**src/rtl/ps2_temp_band_classifier_if.sv**
```systemverilog
// Scan-code input and classified-temperature output bundle for ps2_temp_band_classifier.
interface ps2_temp_band_classifier_if #(
  parameter int unsigned VAL_W  = 7,
  parameter int unsigned NBANDS = 4
);
  logic              key_valid;
  logic [7:0]        key_code;
  logic [VAL_W-1:0]  value;
  logic [NBANDS-1:0] band;
  logic              range_err;
  logic              commit;
  logic              entry_err;

  modport master (
    output key_valid, key_code,
    input  value, band, range_err, commit, entry_err
  );

  modport slave (
    input  key_valid, key_code,
    output value, band, range_err, commit, entry_err
  );
endinterface

```
**src/rtl/ps2_temp_band_classifier.sv**
```systemverilog
// PS/2 set-2 decimal entry accumulator with one-hot band classification of the committed value.
// Define KEYPAD_EN to also accept numpad digit codes.
module ps2_temp_band_classifier #(
  parameter int unsigned NDIGITS = 2,
  parameter int unsigned VAL_W   = 7,
  parameter int unsigned NBANDS  = 4,
  parameter logic [NBANDS*VAL_W-1:0] BOUNDS = {7'd99, 7'd47, 7'd36, 7'd24}
) (
  input  logic CLK,
  input  logic reset,
  ps2_temp_band_classifier_if.slave bus
);

  localparam int unsigned CNT_W  = $clog2(NDIGITS + 1);
  localparam int unsigned WIDE_W = VAL_W + 4;

  localparam logic [7:0] CODE_BRK   = 8'hF0;
  localparam logic [7:0] CODE_EXT   = 8'hE0;
  localparam logic [7:0] CODE_ENTER = 8'h5A;
  localparam logic [7:0] CODE_BKSP  = 8'h66;
  localparam logic [7:0] CODE_ESC   = 8'h76;

  typedef enum logic [1:0] {IDLE, ENTRY, ERROR} state_t;

  state_t            state, state_nxt;
  logic [VAL_W-1:0]  acc, acc_nxt;
  logic [CNT_W-1:0]  cnt, cnt_nxt;
  logic              brk, brk_nxt;
  logic              do_commit, do_reject;

  logic [VAL_W-1:0]  value_q;
  logic [NBANDS-1:0] band_q;
  logic              range_err_q, commit_q, entry_err_q;

  logic [NBANDS-1:0] band_c;
  logic              range_err_c;
  logic [4:0]        dec_c;
  logic              is_digit_c, is_enter_c, is_cancel_c;
  logic [3:0]        digit_c;

  // {valid, digit} for a scan code
  function automatic logic [4:0] decode_digit(input logic [7:0] code);
    logic [4:0] r;
    r = '0;
    unique case (code)
      8'h45: r = {1'b1, 4'd0};
      8'h16: r = {1'b1, 4'd1};
      8'h1E: r = {1'b1, 4'd2};
      8'h26: r = {1'b1, 4'd3};
      8'h25: r = {1'b1, 4'd4};
      8'h2E: r = {1'b1, 4'd5};
      8'h36: r = {1'b1, 4'd6};
      8'h3D: r = {1'b1, 4'd7};
      8'h3E: r = {1'b1, 4'd8};
      8'h46: r = {1'b1, 4'd9};
`ifdef KEYPAD_EN
      8'h70: r = {1'b1, 4'd0};
      8'h69: r = {1'b1, 4'd1};
      8'h72: r = {1'b1, 4'd2};
      8'h7A: r = {1'b1, 4'd3};
      8'h6B: r = {1'b1, 4'd4};
      8'h73: r = {1'b1, 4'd5};
      8'h74: r = {1'b1, 4'd6};
      8'h6C: r = {1'b1, 4'd7};
      8'h75: r = {1'b1, 4'd8};
      8'h7D: r = {1'b1, 4'd9};
`endif
      default: r = '0;
    endcase
    return r;
  endfunction

  assign dec_c       = decode_digit(bus.key_code);
  assign is_digit_c  = dec_c[4];
  assign digit_c     = dec_c[3:0];
  assign is_enter_c  = (bus.key_code == CODE_ENTER);
  assign is_cancel_c = (bus.key_code == CODE_BKSP) || (bus.key_code == CODE_ESC);

  // State and entry datapath register
  always_ff @(posedge CLK or posedge reset) begin
    if (reset) begin
      state <= IDLE;
      acc   <= '0;
      cnt   <= '0;
      brk   <= 1'b0;
    end else begin
      state <= state_nxt;
      acc   <= acc_nxt;
      cnt   <= cnt_nxt;
      brk   <= brk_nxt;
    end
  end

  // Next-state: break prefix swallows the following byte before any FSM action
  always_comb begin
    state_nxt = state;
    acc_nxt   = acc;
    cnt_nxt   = cnt;
    brk_nxt   = brk;
    do_commit = 1'b0;
    do_reject = 1'b0;
    if (bus.key_valid) begin
      if (brk) begin
        brk_nxt = 1'b0;
      end else if (bus.key_code == CODE_BRK) begin
        brk_nxt = 1'b1;
      end else if (bus.key_code != CODE_EXT) begin
        unique case (state)
          IDLE: begin
            if (is_digit_c) begin
              acc_nxt   = VAL_W'(digit_c);
              cnt_nxt   = CNT_W'(1);
              state_nxt = ENTRY;
            end
          end
          ENTRY: begin
            if (is_digit_c) begin
              if (cnt < CNT_W'(NDIGITS)) begin
                acc_nxt = VAL_W'(WIDE_W'(acc) * WIDE_W'(10) + WIDE_W'(digit_c));
                cnt_nxt = cnt + CNT_W'(1);
              end else begin
                state_nxt = ERROR;
              end
            end else if (is_enter_c) begin
              do_commit = 1'b1;
              acc_nxt   = '0;
              cnt_nxt   = '0;
              state_nxt = IDLE;
            end else if (is_cancel_c) begin
              acc_nxt   = '0;
              cnt_nxt   = '0;
              state_nxt = IDLE;
            end
          end
          ERROR: begin
            if (is_enter_c || is_cancel_c) begin
              do_reject = is_enter_c;
              acc_nxt   = '0;
              cnt_nxt   = '0;
              state_nxt = IDLE;
            end
          end
          default: state_nxt = IDLE;
        endcase
      end
    end
  end

  // Output decode: band of the current accumulator, captured on commit
  always_comb begin
    band_c      = '0;
    range_err_c = acc > BOUNDS[(NBANDS-1)*VAL_W +: VAL_W];
    band_c[0]   = acc <= BOUNDS[VAL_W-1:0];
    for (int i = 1; i < NBANDS; i++) begin
      band_c[i] = (acc <= BOUNDS[i*VAL_W +: VAL_W]) && (acc > BOUNDS[(i-1)*VAL_W +: VAL_W]);
    end
  end

  // Registered outputs; value/band/range_err hold between commits
  always_ff @(posedge CLK or posedge reset) begin
    if (reset) begin
      value_q     <= '0;
      band_q      <= '0;
      range_err_q <= 1'b0;
      commit_q    <= 1'b0;
      entry_err_q <= 1'b0;
    end else begin
      commit_q    <= do_commit;
      entry_err_q <= do_reject;
      if (do_commit) begin
        value_q     <= acc;
        band_q      <= band_c;
        range_err_q <= range_err_c;
      end
    end
  end

  assign bus.value     = value_q;
  assign bus.band      = band_q;
  assign bus.range_err = range_err_q;
  assign bus.commit    = commit_q;
  assign bus.entry_err = entry_err_q;

endmodule

```
**src/flat_wrapper.sv**
```systemverilog
// flat-port wrapper written by rule: the top's interface ports become plain ports
module ps2_temp_band_classifier_flat 
#(
  parameter int unsigned NDIGITS = 2,
  parameter int unsigned VAL_W   = 7,
  parameter int unsigned NBANDS  = 4,
  parameter logic [NBANDS*VAL_W-1:0] BOUNDS = {7'd99, 7'd47, 7'd36, 7'd24}
)
  (CLK, reset, bus_key_valid, bus_key_code, bus_value, bus_band, bus_range_err, bus_commit, bus_entry_err);
  ps2_temp_band_classifier_if #(.VAL_W(VAL_W), .NBANDS(NBANDS)) bus_i ();
  input  logic CLK;
  input  logic reset;
  input wire logic [$bits(bus_i.key_valid)-1:0] bus_key_valid;
  input wire logic [$bits(bus_i.key_code)-1:0] bus_key_code;
  output wire logic [$bits(bus_i.value)-1:0] bus_value;
  output wire logic [$bits(bus_i.band)-1:0] bus_band;
  output wire logic [$bits(bus_i.range_err)-1:0] bus_range_err;
  output wire logic [$bits(bus_i.commit)-1:0] bus_commit;
  output wire logic [$bits(bus_i.entry_err)-1:0] bus_entry_err;
  assign bus_i.key_valid = bus_key_valid;
  assign bus_i.key_code = bus_key_code;
  assign bus_value = bus_i.value;
  assign bus_band = bus_i.band;
  assign bus_range_err = bus_i.range_err;
  assign bus_commit = bus_i.commit;
  assign bus_entry_err = bus_i.entry_err;
  ps2_temp_band_classifier #(.NDIGITS(NDIGITS), .VAL_W(VAL_W), .NBANDS(NBANDS), .BOUNDS(BOUNDS)) u_core (.CLK(CLK), .reset(reset), .bus(bus_i));
endmodule
```
**config.mk**
```make
export PLATFORM = sky130hd
export DESIGN_NAME = ps2_temp_band_classifier_flat
export DESIGN_NICKNAME = d
export VERILOG_FILES = /design/src/rtl/ps2_temp_band_classifier_if.sv /design/src/rtl/ps2_temp_band_classifier.sv /design/src/flat_wrapper.sv
export SDC_FILE = /design/constraint.sdc
export NUM_CORES = 1
export LEC_CHECK = 0
export CAP_MARGIN = 20
export CORE_MARGIN = 2
export CORE_UTILIZATION = 55
export CTS_BUF_LIST = sky130_fd_sc_hd__clkbuf_4
export DETAILED_ROUTE_END_ITERATION = 16
export PLACE_DENSITY_LB_ADDON = 0.15
export SLEW_MARGIN = 20
export SYNTH_ARGS = -nofsm -noshare
export SYNTH_HDL_FRONTEND = slang
export SYNTH_SLANG_ARGS = --single-unit
export TNS_END_PERCENT = 20
```
**constraint.sdc**
```tcl
create_clock -name CLK -period 2.8 [get_ports CLK]
set_input_delay 0.56 -clock CLK [delete_from_list [all_inputs] [get_ports CLK]]
set_output_delay 0.56 -clock CLK [all_outputs]
set_load 0.005 [all_outputs]
```
==> Word-level counts from Yosys, hierarchy flattened <==
Cells that the tools add are included.
{ "totals": {"elab_cells": 87, "output_inout_bits": 14, "regBits": 26, "input_bits": 11} }
{ "op_classes": {"eq_ne": 22, "magnitude_cmp": 9, "bitwise_logic": 2, "n_reduce_logical": 9, "mux": 33, "n_mul": 1, "n_addsub": 2} }
{ "ops": {"columns": ["operator", "count"], "rows": [
  ["$pmux W5 S10", 1],
  ["$eq A8 B6 Y1 const B", 6],
  ["$mux W7", 6],
  ["$eq A8 B7 Y1 const B", 5],
  ["$pmux W7 S3", 1],
  ["$eq A8 B5 Y1 const B", 2],
  ["$mux W2", 8],
  ["$mux W1", 15],
  ["$gt A7 B6 Y1 const B", 2],
  ["$le A7 B6 Y1 const B", 2],
  ["$pmux W2 S3", 2],
  ["$reduce_and A9 Y1", 1],
  ["$eq A8 B8 Y1 const B", 1],
  ["$ne A8 B8 Y1 const B", 1],
  ["$reduce_and A8 Y1", 1],
  ["$add A7 B4 Y7", 1],
  ["$gt A7 B5 Y1 const B", 1],
  ["$gt A7 B7 Y1 const B", 1],
  ["$le A7 B5 Y1 const B", 1],
  ["$le A7 B7 Y1 const B", 1],
  ["$mul A7 B3 Y6 const B", 1],
  ["$ne A3 B3 Y1 const B", 2],
  ["$ne A2 B1 Y1 const B", 2],
  ["$ne A4 B1 Y1 const B", 1],
  ["other kinds (9)", 13]
]} }

==> Logic depth before layout (Yosys ltp) <==
Gate-level depths: netlist (run 1).
{ "depth": {"ltp_word": 9, "depth_mapped": 11, "depth_no_buf": 10} }

==> Worst setup path before layout (run 1) <==
OpenSTA, ideal clock, no wires.
{ "synth_timing": {"kind": "input-to-reg", "from": "input bus_key_code[3]", "to": "register u_core.acc[6]", "slack_ns": 0.228, "t_arrival_ns": 2.443, "setup_time_ns": 0.129, "t_required_ns": 2.671, "n_path_buf": 1, "path_stages": 10, "cell_sequence": "buf_4 xnor2_1 mux2_1 nor2_1 ha_1 nand2_1 nor3_1 a211oi_1 xnor2_1 o22ai_2"} }
{ "synth_between": {"elab_chain_len": 6, "elab_cells_between_ends": 29, "classes_between": "add/sub: 1; eq/ne: 19; mux: 5; bitwise: 1; reduce/logical: 3"} }
{ "synth_lines": {"columns": ["element", "line", "source"], "rows": [
  ["start, declared", "flat_wrapper.sv:14", "input wire logic [$bits(bus_i.key_code)-1:0] bus_key_code;"],
  ["$eq A8 B7 Y1 (tied with other cells)", "ps2_temp_band_classifier.sv:45", "unique case (code)"],
  ["$pmux W5 S10", "ps2_temp_band_classifier.sv:45", null],
  ["$add A7 B4 Y7", "ps2_temp_band_classifier.sv:119", "acc_nxt = VAL_W'(WIDE_W'(acc) * WIDE_W'(10) + WIDE_W'(digit_c));"],
  ["$mux W7", "ps2_temp_band_classifier.sv:118", "if (cnt < CNT_W'(NDIGITS)) begin"],
  ["$mux W7", "ps2_temp_band_classifier.sv:117", "if (is_digit_c) begin"],
  ["$pmux W7 S3", "ps2_temp_band_classifier.sv:108", "unique case (state)"],
  ["end signal, assigned", "ps2_temp_band_classifier.sv:88", "acc <= acc_nxt;"],
  ["end, declared", "ps2_temp_band_classifier.sv:26", "logic [VAL_W-1:0] acc, acc_nxt;"]
]} }
Several ways; a longest one is shown, not always the timed one. The select of a mux whose other input is x is not followed.
A chain may end at the register's enable or synchronous reset.

==> Final worst setup path (run 1) <==
{ "layout_timing": {"from": "input bus_key_code[4]", "to": "register u_core.acc[6]"} }
Same word-level chain as after synthesis.

==> impl_results.md, run 1 <==
* Outcome: finished, final reports clean
* Post-synthesis async set-or-reset flop share at 100%
* Yosys warning count at 0
* Final-report max-slew violation count at 0
* Arr. time, crit path at 2910 ps
* Slew margin rel. at 60.2%
* I/O pins at 25
* Layout cells sized above 1 at 24.2%
* Diodes inserted at 0
* First DRT Iteration DRCs at 79
* Distinct cells, synth at 52
* Cells on worst reg2reg path at 9
* Kind of critical path: input port to register
* I/O Buffers at 24
* Synth top cells by count: 26 x dfrtp_1, 17 x inv_1, 17 x nand2_1, 11 x ha_1
* Sequential share of the synthesized area at 35.7%
* Vias in the first global route at 1498
* Residual DRC count at 0
* Die height at 61.6 um
* Syn_area_per_cell at 10.0 um2
* Initial antenna violation count at 0
* Die width at 61.6 um
* Post-synth top area share at 35.7%
* CP most frequent cell: xnor2_1
* Post-Syn Nets at 206
* RSZ-0062 raised after global routing: false
* Pwr dens at 483 mW/mm2
* # H-tree levels at 1
* Final-report setup violation count at 0
* # resized after CTS at 0
* Most used DFF post-synth: dfrtp_1
* Vias/cell at 5.63
* CP max stage delay at 640 ps
* Vias post-DR at 1576
* Wire per inst at 14.3 um
* Detailed Place HPWL at 3250 um
* Synth top area cells: dfrtp_1 36%, ha_1 7.5%, mux2_2 4.3%
* TritonCTS clock tree: done
* Maximum fanout along the worst path at 6
* Worst Setup Start Kind: input port
* Gpl congestion at 0.887
* Max Cap Viol at 0
* Final period util at 95.8%
* Initial Utilization at 58.8%
* Crit. End Element: register
* Worst hold path type: input port to async pin
* Required time of the critical path at 3030 ps
* DRT Pass-1 Iters at 4
* Skew-Pair Late Insertion Delay at 330 ps
* Reg clk slew, reported paths at 150 ps
* First-pass GRT wire length at 6680 um
* Nets at 261
* Final hold viol count at 0
* Post-synth EDFFs at 0
* RR Startpoint: u_core.acc[3]
* Critical path origin: bus_key_code[4]
* Post-synthesis register bit count at 26
* Mapped Cells at 182
* Number of clock sinks at 26
* Slew @ Worst Pin at 589 ps
* All-layer global routing usage at 23.7%
* Peak supply drop at 0.000434 V
* Synth area leader: dfrtp_1
* Final min period at 2680 ps
* Critical path's slowest cell: clkdlybuf4s50_1
* Post-DRT Antenna Nets at 0
* Total Power at 0.00115 W
* Fillcell total at 222
* CP Cell Sequence: clkdlybuf4s50_1 -> xnor2_1 -> mux2_1 -> nor2_1 -> buf_4 -> ha_1 -> nand2_1 -> nor3_1 -> a211oi_1 -> xnor2_1 -> o22ai_2
* Final setup TNS at 0 ps
* Most common cell in the synthesized netlist: dfrtp_1
* Die footprint at 0.00379 mm2
* # hold bufs at CTS at 0
* Row cnt at 20
* Area growth from synthesis to layout at 30.7%
* Core area at 0.00310 mm2
* Setup bufs post-CTS at 0
* Pleak at 1.08 nW
* Clock Skew at 2.47 ps
* Clk root buf: clkbuf_4
* Clock Tree Buf Depth at 2
* Pin count of the biggest net entering global routing at 26
* DRT Wirelength at 4000 um
* Cts bufs inserted at 3
* Mapped cell area at 0.00182 mm2
* Achievable Freq at 373 MHz
* GR Overflow Total at 0
power breakdown:
group          internal (W)  switching (W)  total (W)
combinational      0.000213       0.000231   0.000444
sequential         0.000410      0.0000362   0.000446
clock              0.000145       0.000118   0.000263
critical path: cells and delay by family:
family          cells  cell delay (ps)
compound gates      2              370
xor+xnor            2              340
mux                 1              360
simple gates        3              260
fa+ha+maj           1              250
buf+inv             2              790
per-layer routing:
metal / track usage (%) / up-vias / part of all wire, %
li1: - / 768 / -
met1: 32.5 / 754 / 47
met4: 6.08 / 0 / 0.97
met5: 0 / - / 0
met2: 39.2 / 48 / 48
met3: 3.78 / 6 / 4.1
final cells by class:
cell class / count / area [um2] / share of cell area (%)
clock buffer: 3 / 22.5 / 0.944
clock inverter: 1 / 30.0 / 1.26
timing repair buffer: 55 / 490 / 20.6
multi-input combinational: 134 / 1070 / 45.0
inverter: 17 / 63.8 / 2.68
sequential: 26 / 651 / 27.3
tap: 44 / 55.1 / 2.31
worst paths after layout:
check,to,slack (ps)
max in group asynchronous,u_core.bus.value[3],1950
max,u_core.acc[6],120
max reg2reg,u_core.acc[6],360
min,u_core.brk,360
min reg2reg,u_core.bus.value[4],500
min in group CLK,u_core.bus.value[4],500
flip-flops by register name (all words and copies together) (netlist names):
register / count
u_core.brk: 1
u_core.bus.range_err: 1
u_core.bus.commit: 1
u_core.bus.value: 7
u_core.acc: 7
u_core.bus.entry_err: 1
u_core.state: 2
u_core.bus.band: 4
u_core.cnt: 2
placed cells by master, fill, tap and decap left out, types with 3 or more instances in the layout:
cell	Yosys	routed
clkbuf_4	0	3
o31ai_1	3	3
ha_1	11	11
buf_4	3	30
mux2_2	7	7
nor3_1	6	6
dfrtp_1	26	26
xnor2_1	9	9
nand2b_1	4	4
clkdlybuf4s50_1	0	22
nor4_1	3	3
inv_1	17	17
o21ai_0	7	7
nor2_1	7	7
o22ai_2	3	3
nand2_1	17	17
mux2_4	4	4
a21oi_1	9	9
kinds of logic after synthesis:
kind of cell             synth area share (%)
AO/OA/AOI/OAI                            18.7
multiplexers                             8.78
buffers and inverters                    5.56
flip-flops                               35.7
AND/OR/NAND/NOR                          16.3
XOR/XNOR                                 5.28
adder cells (fa/ha/maj)                  9.74
per-stage QoR:
step	cell area (um2)	util, %	setup slack, ps	hold WS [ps]	instances
after floorplan	1820	-	228	473	182
after global placement	2330	75.0	-298	464	276
after detailed placement	2330	75.0	-347	469	276
after CTS	2380	76.7	10.9	352	280
after global routing	2380	76.9	3.16	366	280
final	2380	76.9	116	356	280
No activity file was read; power rests on OpenSTA's default activity.
==> run 2, diff against run 1 <==
--- a/config.mk
+++ b/config.mk
@@ -10,6 +10,7 @@
 export CORE_UTILIZATION = 55
 export CTS_BUF_LIST = sky130_fd_sc_hd__clkbuf_4
 export DETAILED_ROUTE_END_ITERATION = 16
+export GPL_TIMING_DRIVEN = 0
 export PLACE_DENSITY_LB_ADDON = 0.15
 export SLEW_MARGIN = 20
 export SYNTH_ARGS = -nofsm -noshare
==> run 2 against run 1 <==
Compared with the run above:
- sequential power increased by 0.9%
- first-iteration DRC count decreased by 42%
- register-to-register slack got worse by 20 ps
- critical path depth decreased by 3
- final cell count decreased by 8.9%
- clock skew increased by 9.8 ps
- clock power about the same
- highest routed layer unchanged
- count of clock-buffer cells in the layout unchanged
==> impl_results.md, run 2 (synthesis results as in run 1) <==
* Outcome: finished, final reports clean
* Pwr dens at 507 mW/mm2
* Layout cells sized above 1 at 19.4%
* I/O pins at 25
* Peak supply drop at 0.000366 V
* RSZ-0062 raised after global routing: true
* Vias post-DR at 1501
* Clock Tree Buf Depth at 2
* Final period util at 96.8%
* R2r setup slk at 340 ps
* Met2 Use GR at 40.0%
* # H-tree levels at 1
* Met1 Use GR at 30.8%
* Reg2reg end: u_core.acc[6]
* Reg clk slew, reported paths at 150 ps
* Final min period at 2710 ps
* Core area at 0.00310 mm2
* Net load switching power at 0.000394 W
* Commonest non-fill, non-tap cell in the layout: dfrtp_1
* Residual DRC count at 0
* Share of power burned in registers at 39.6%
* Final hold viol count at 0
* Util after Layout at 72.2%
* Wire per inst at 15.6 um
* Achievable Freq at 369 MHz
* First-pass GRT wire length at 6520 um
* First DRT Iteration DRCs at 46
* GR Layer Usage met3 at 2.73%
* Kind of critical path: input port to register
* Die footprint at 0.00379 mm2
* Cells on worst reg2reg path at 9
* RR Startpoint: u_core.acc[1]
* Post-DRT Antenna Nets at 0
* Final setup TNS at 0 ps
* Diodes inserted at 0
* Max Cap Viol at 0
* Cts bufs inserted at 3
* Slew @ Worst Pin at 582 ps
* # hold bufs at CTS at 0
* DRT Wirelength at 3990 um
* Worst hold path type: input port to async pin
* Initial Utilization at 58.8%
* Initial antenna violation count at 0
* Maximum fanout along the worst path at 8
* Slew margin rel. at 61.0%
* Area growth from synthesis to layout at 22.8%
* Switching part of the total at 34.7%
* DRT Pass-1 Iters at 4
* Most frequent cells in the layout: 26 x dfrtp_1, 18 x clkdlybuf4s50_1, 17 x nand2_1, 16 x inv_1, 10 x ha_1
* Nets at 236
* Hold WS at 487 ps
* I/O Buffers at 21
* Die height at 61.6 um
* Crit. End Element: register
* GR Overflow Total at 0
* Total Power at 0.00114 W
* Detailed Place HPWL at 2990 um
* Worst Setup Start Kind: input port
* Busiest grt layer: met2
* Pin count of the biggest net entering global routing at 27
* Die width at 61.6 um
* Clk root buf: clkbuf_4
* TritonCTS clock tree: done
* Vias in the first global route at 1403
* Row cnt at 20
* Logic pwr share at 37.2%
* Gpl congestion at 0.825
* Clock network power share at 23.2%
* Vias/cell at 5.89
* Skew-Pair Late Insertion Delay at 340 ps
* Int Power at 0.000742 W
* Required time of the critical path at 3030 ps
* All-layer global routing usage at 23.2%
* Final-report setup violation count at 0
* Final-report max-slew violation count at 0
* Number of clock sinks at 26
* Pleak at 0.963 nW
* Clock Skew at 12.3 ps
* Critical path origin: bus_key_code[6]
* Arr. time, crit path at 2940 ps
run 2: how the worst max path moves through the flow:
stage / end / slack (ps) / depth (start not counted)
global route: u_core.acc[6] / -30 / 9
floorplan: u_core.acc[6] / 230 / 10
finish: u_core.acc[2] / 90 / 8
detailed placement: u_core.acc[2] / -510 / 10
CTS: u_core.acc[2] / 10 / 9
global placement: u_core.acc[2] / -430 / 9
run 2: what timing repair did:
item,CTS,global route
setup buffers,0,3
resized for setup,4,9
endpoints found under the setup margin,6,10
pin swaps,0,2
run 2: per-layer routing:
| metal | wire length [um] | up-vias | part of all wire (%) |
|---|---|---|---|
| met4 | 42 | 0 | 1.1 |
| met2 | 1970 | 33 | 49 |
| met5 | 0 | - | 0 |
| li1 | - | 720 | - |
| met3 | 124 | 4 | 3.1 |
| met1 | 1850 | 744 | 46 |
run 2: through the flow:
step	instance area, um2	setup WS, ps	std cells
2_1_floorplan	1820	228	182
3_3_place_gp	2090	-427	247
3_5_place_dp	2090	-505	247
4_1_cts	2160	12.8	251
5_1_grt	2240	-32.5	255
6_report	2240	90.3	255
run 2: area by class of cell:
class,count,area [um2]
sequential,26,651
inverter,17,63.8
tap,44,55.1
buffer,5,37.5
fill,251,862
multi-input combinational,134,1130
clock buffer,3,22.5
clock inverter,1,30.0
timing repair buffer,25,255
run 2: worst max-delay path, cell delays in order:
cell             delay [ps]
clkdlybuf4s50_1         580
nor4b_2                 430
and4_1                  260
a211o_1                 210
o311ai_4                150
o21ba_1                 240
buf_4                   190
mux2_4                  320
run 2: power by group through the flow:
| stage | clock (W) | combinational, W | sequential [W] |
|---|---|---|---|
| floorplan | 0 | 0.000309 | 0.000445 |
| global placement | 0 | 0.000374 | 0.000450 |
| detailed placement | 0 | 0.000395 | 0.000457 |
| CTS | 0.000269 | 0.000400 | 0.000449 |
| global route | 0.000284 | 0.000462 | 0.000455 |
| finish | 0.000263 | 0.000422 | 0.000450 |
==> run 3, diff against run 2 <==
--- a/config.mk
+++ b/config.mk
@@ -6,12 +6,12 @@
 export NUM_CORES = 1
 export LEC_CHECK = 0
 export CAP_MARGIN = 20
-export CORE_MARGIN = 2
-export CORE_UTILIZATION = 55
+export CORE_UTILIZATION = 35
 export CTS_BUF_LIST = sky130_fd_sc_hd__clkbuf_4
 export DETAILED_ROUTE_END_ITERATION = 16
 export GPL_TIMING_DRIVEN = 0
 export PLACE_DENSITY_LB_ADDON = 0.15
+export REMOVE_ABC_BUFFERS = 1
 export SLEW_MARGIN = 20
 export SYNTH_ARGS = -nofsm -noshare
 export SYNTH_HDL_FRONTEND = slang
==> run 3 against run 2 <==
Compared with the run above:
- wire length shrank 1.8%
- clock power is essentially flat
- maximum frequency grew 1.3%
- critical endpoint is now u_core.bus.band[2]
- largest cell class unchanged
- largest power group unchanged
==> impl_results.md, run 3 (synthesis results as in run 1) <==
* Outcome: finished, final reports clean
* Vias post-DR at 1433
* Gpl congestion at 0.934
* Clk root buf: clkbuf_4
* Arr. time, crit path at 2900 ps
* Final-report setup violation count at 0
* Core area at 0.00488 mm2
* RR Startpoint: u_core.acc[1]
* All-layer global routing usage at 15.1%
* Critical path's slowest cell: clkdlybuf4s50_1
* Area occupied by multi-input gates at 0.00115 mm2
* Die height at 74.2 um
* Buf/Inv on CP at 1
* Kind of critical path: input port to register
* Most frequent cells in the layout: 26 x dfrtp_1, 18 x clkdlybuf4s50_1, 16 x inv_1, 16 x nand2_1, 10 x ha_1
* Pwr dens at 500 mW/mm2
* Final non-filler cell total at 274
* Maximum fanout along the worst path at 19
* Detailed Place HPWL at 2860 um
* First-pass GRT wire length at 6470 um
* Max Cap Viol at 0
* Final period util at 95.5%
* Final-report max-slew violation count at 0
* Storage cell area at 651 um2
* Final min period at 2670 ps
* First DRT Iteration DRCs at 59
* GR Overflow Total at 0
* Residual DRC count at 0
* Fillcell total at 471
* Reg2reg end: u_core.acc[6]
* DRT Wirelength at 3920 um
* Initial Utilization at 37.4%
* Commonest non-fill, non-tap cell in the layout: dfrtp_1
* Final setup TNS at 0 ps
* Clock Tree Buf Depth at 2
* Hold EP: u_core.bus.band[1]
* I/O pins at 25
* Hold path depth at 2
* CP max stage delay at 670 ps
* Reg clk slew, reported paths at 140 ps
* Clock Skew at 0.918 ps
* Skew-Pair Late Insertion Delay at 320 ps
* # H-tree levels at 1
* Required time of the critical path at 3030 ps
* Nets at 232
* Layout cells sized above 1 at 17.4%
* Total Power at 0.00113 W
* Crit path max-delay family: buffers and inverters
* Number of clock sinks at 26
* Critical Path Stages at 6
* Vias in the first global route at 1417
* Peak supply drop at 0.000354 V
* RSZ-0062 raised after global routing: false
* Initial antenna violation count at 0
* Worst Setup Start Kind: input port
* Inst Count DP at 268
* Worst hold path type: register to register
* Pin count of the biggest net entering global routing at 27
* Crit. End Element: register
* CP Cell Sequence: clkdlybuf4s50_1 -> nand4b_1 -> o41ai_1 -> nor3_1 -> nand2_2 -> mux2_2
* Vias/cell at 5.23
* Area growth from synthesis to layout at 24.3%
* Final hold viol count at 0
* Row cnt at 25
* Slew @ Worst Pin at 944 ps
* R2r setup slk at 390 ps
* Achievable Freq at 374 MHz
* DRT Pass-1 Iters at 5
* Cts bufs inserted at 3
* Cells on worst reg2reg path at 9
* TritonCTS clock tree: done
* Post-DRT Antenna Nets at 0
* Diodes inserted at 0
* Die footprint at 0.00550 mm2
* HP Start: u_core.bus.band[1]
* Wire per inst at 14.3 um
* I/O Buffers at 24
* Die width at 74.2 um
* Pleak at 0.963 nW
* Slew margin rel. at 36.7%
-- run 3: how the worst max path moves through the flow --
| stage | from | to |
|---|---|---|
| final | bus_key_code[7] | u_core.bus.band[2] |
| after global placement | bus_key_code[4] | u_core.acc[1] |
| after detailed placement | bus_key_code[4] | u_core.acc[3] |
| after floorplan | bus_key_code[2] | u_core.acc[1] |
| after CTS | bus_key_code[3] | u_core.acc[3] |
| after global routing | bus_key_code[7] | u_core.acc[6] |
-- run 3: through the flow --
| step | hold WS (ps) | worst slack (ps) | instance area (um2) | utilization [%] |
|---|---|---|---|---|
| after floorplan | 473 | 316 | 1790 | - |
| after global placement | 465 | -620 | 2110 | 43.3 |
| after detailed placement | 473 | -636 | 2110 | 43.3 |
| after CTS | 507 | 6.53 | 2200 | 45.1 |
| after global routing | 539 | 29.9 | 2270 | 46.5 |
| final | 504 | 126 | 2270 | 46.5 |
-- run 3: area by class of cell --
type / instances / area share [%]
clock buffers: 3 / 0.993
clock inverters: 1 / 1.32
repair buffers: 26 / 11.7
well taps: 67 / 3.70
flip-flops and latches: 26 / 28.7
inverters: 17 / 2.81
multi-input cells: 134 / 50.7
-- run 3: metal layers --
| metal | vias up | GRT usage [%] | part of all wire, % |
|---|---|---|---|
| met4 | 0 | 1.92 | 0.49 |
| met5 | - | 0 | 0 |
| met1 | 689 | 20.3 | 49 |
| met2 | 36 | 25.8 | 47 |
| li1 | 706 | - | - |
| met3 | 2 | 2.85 | 3.8 |
-- run 3: worst reg2reg max path, delay by kind of cell, from the launching register on --
family | cells | cell delay, ps
AOI/OAI and AO/OA | 2 | 380
xor gates and xnor gates | 1 | 170
adders and majority gates | 3 | 1030
buffers and inverters | 1 | 50
DFF | 1 | 500
and+or+nand+nor | 2 | 190
-- run 3: where the power goes --
| group | internal (W) | switching, W | total [W] |
|---|---|---|---|
| clock network | 0.000145 | 0.000116 | 0.000261 |
| registers | 0.000410 | 0.0000388 | 0.000449 |
| logic | 0.000187 | 0.000238 | 0.000425 |
-- run 3: repair_timing --
item | 4_1_cts | 5_1_grt
pin swaps | 1 | 2
setup buffers | 1 | 1
resized for setup | 10 | 11
endpoints found under the setup margin | 15 | 7
hold buffers | 0 | 0
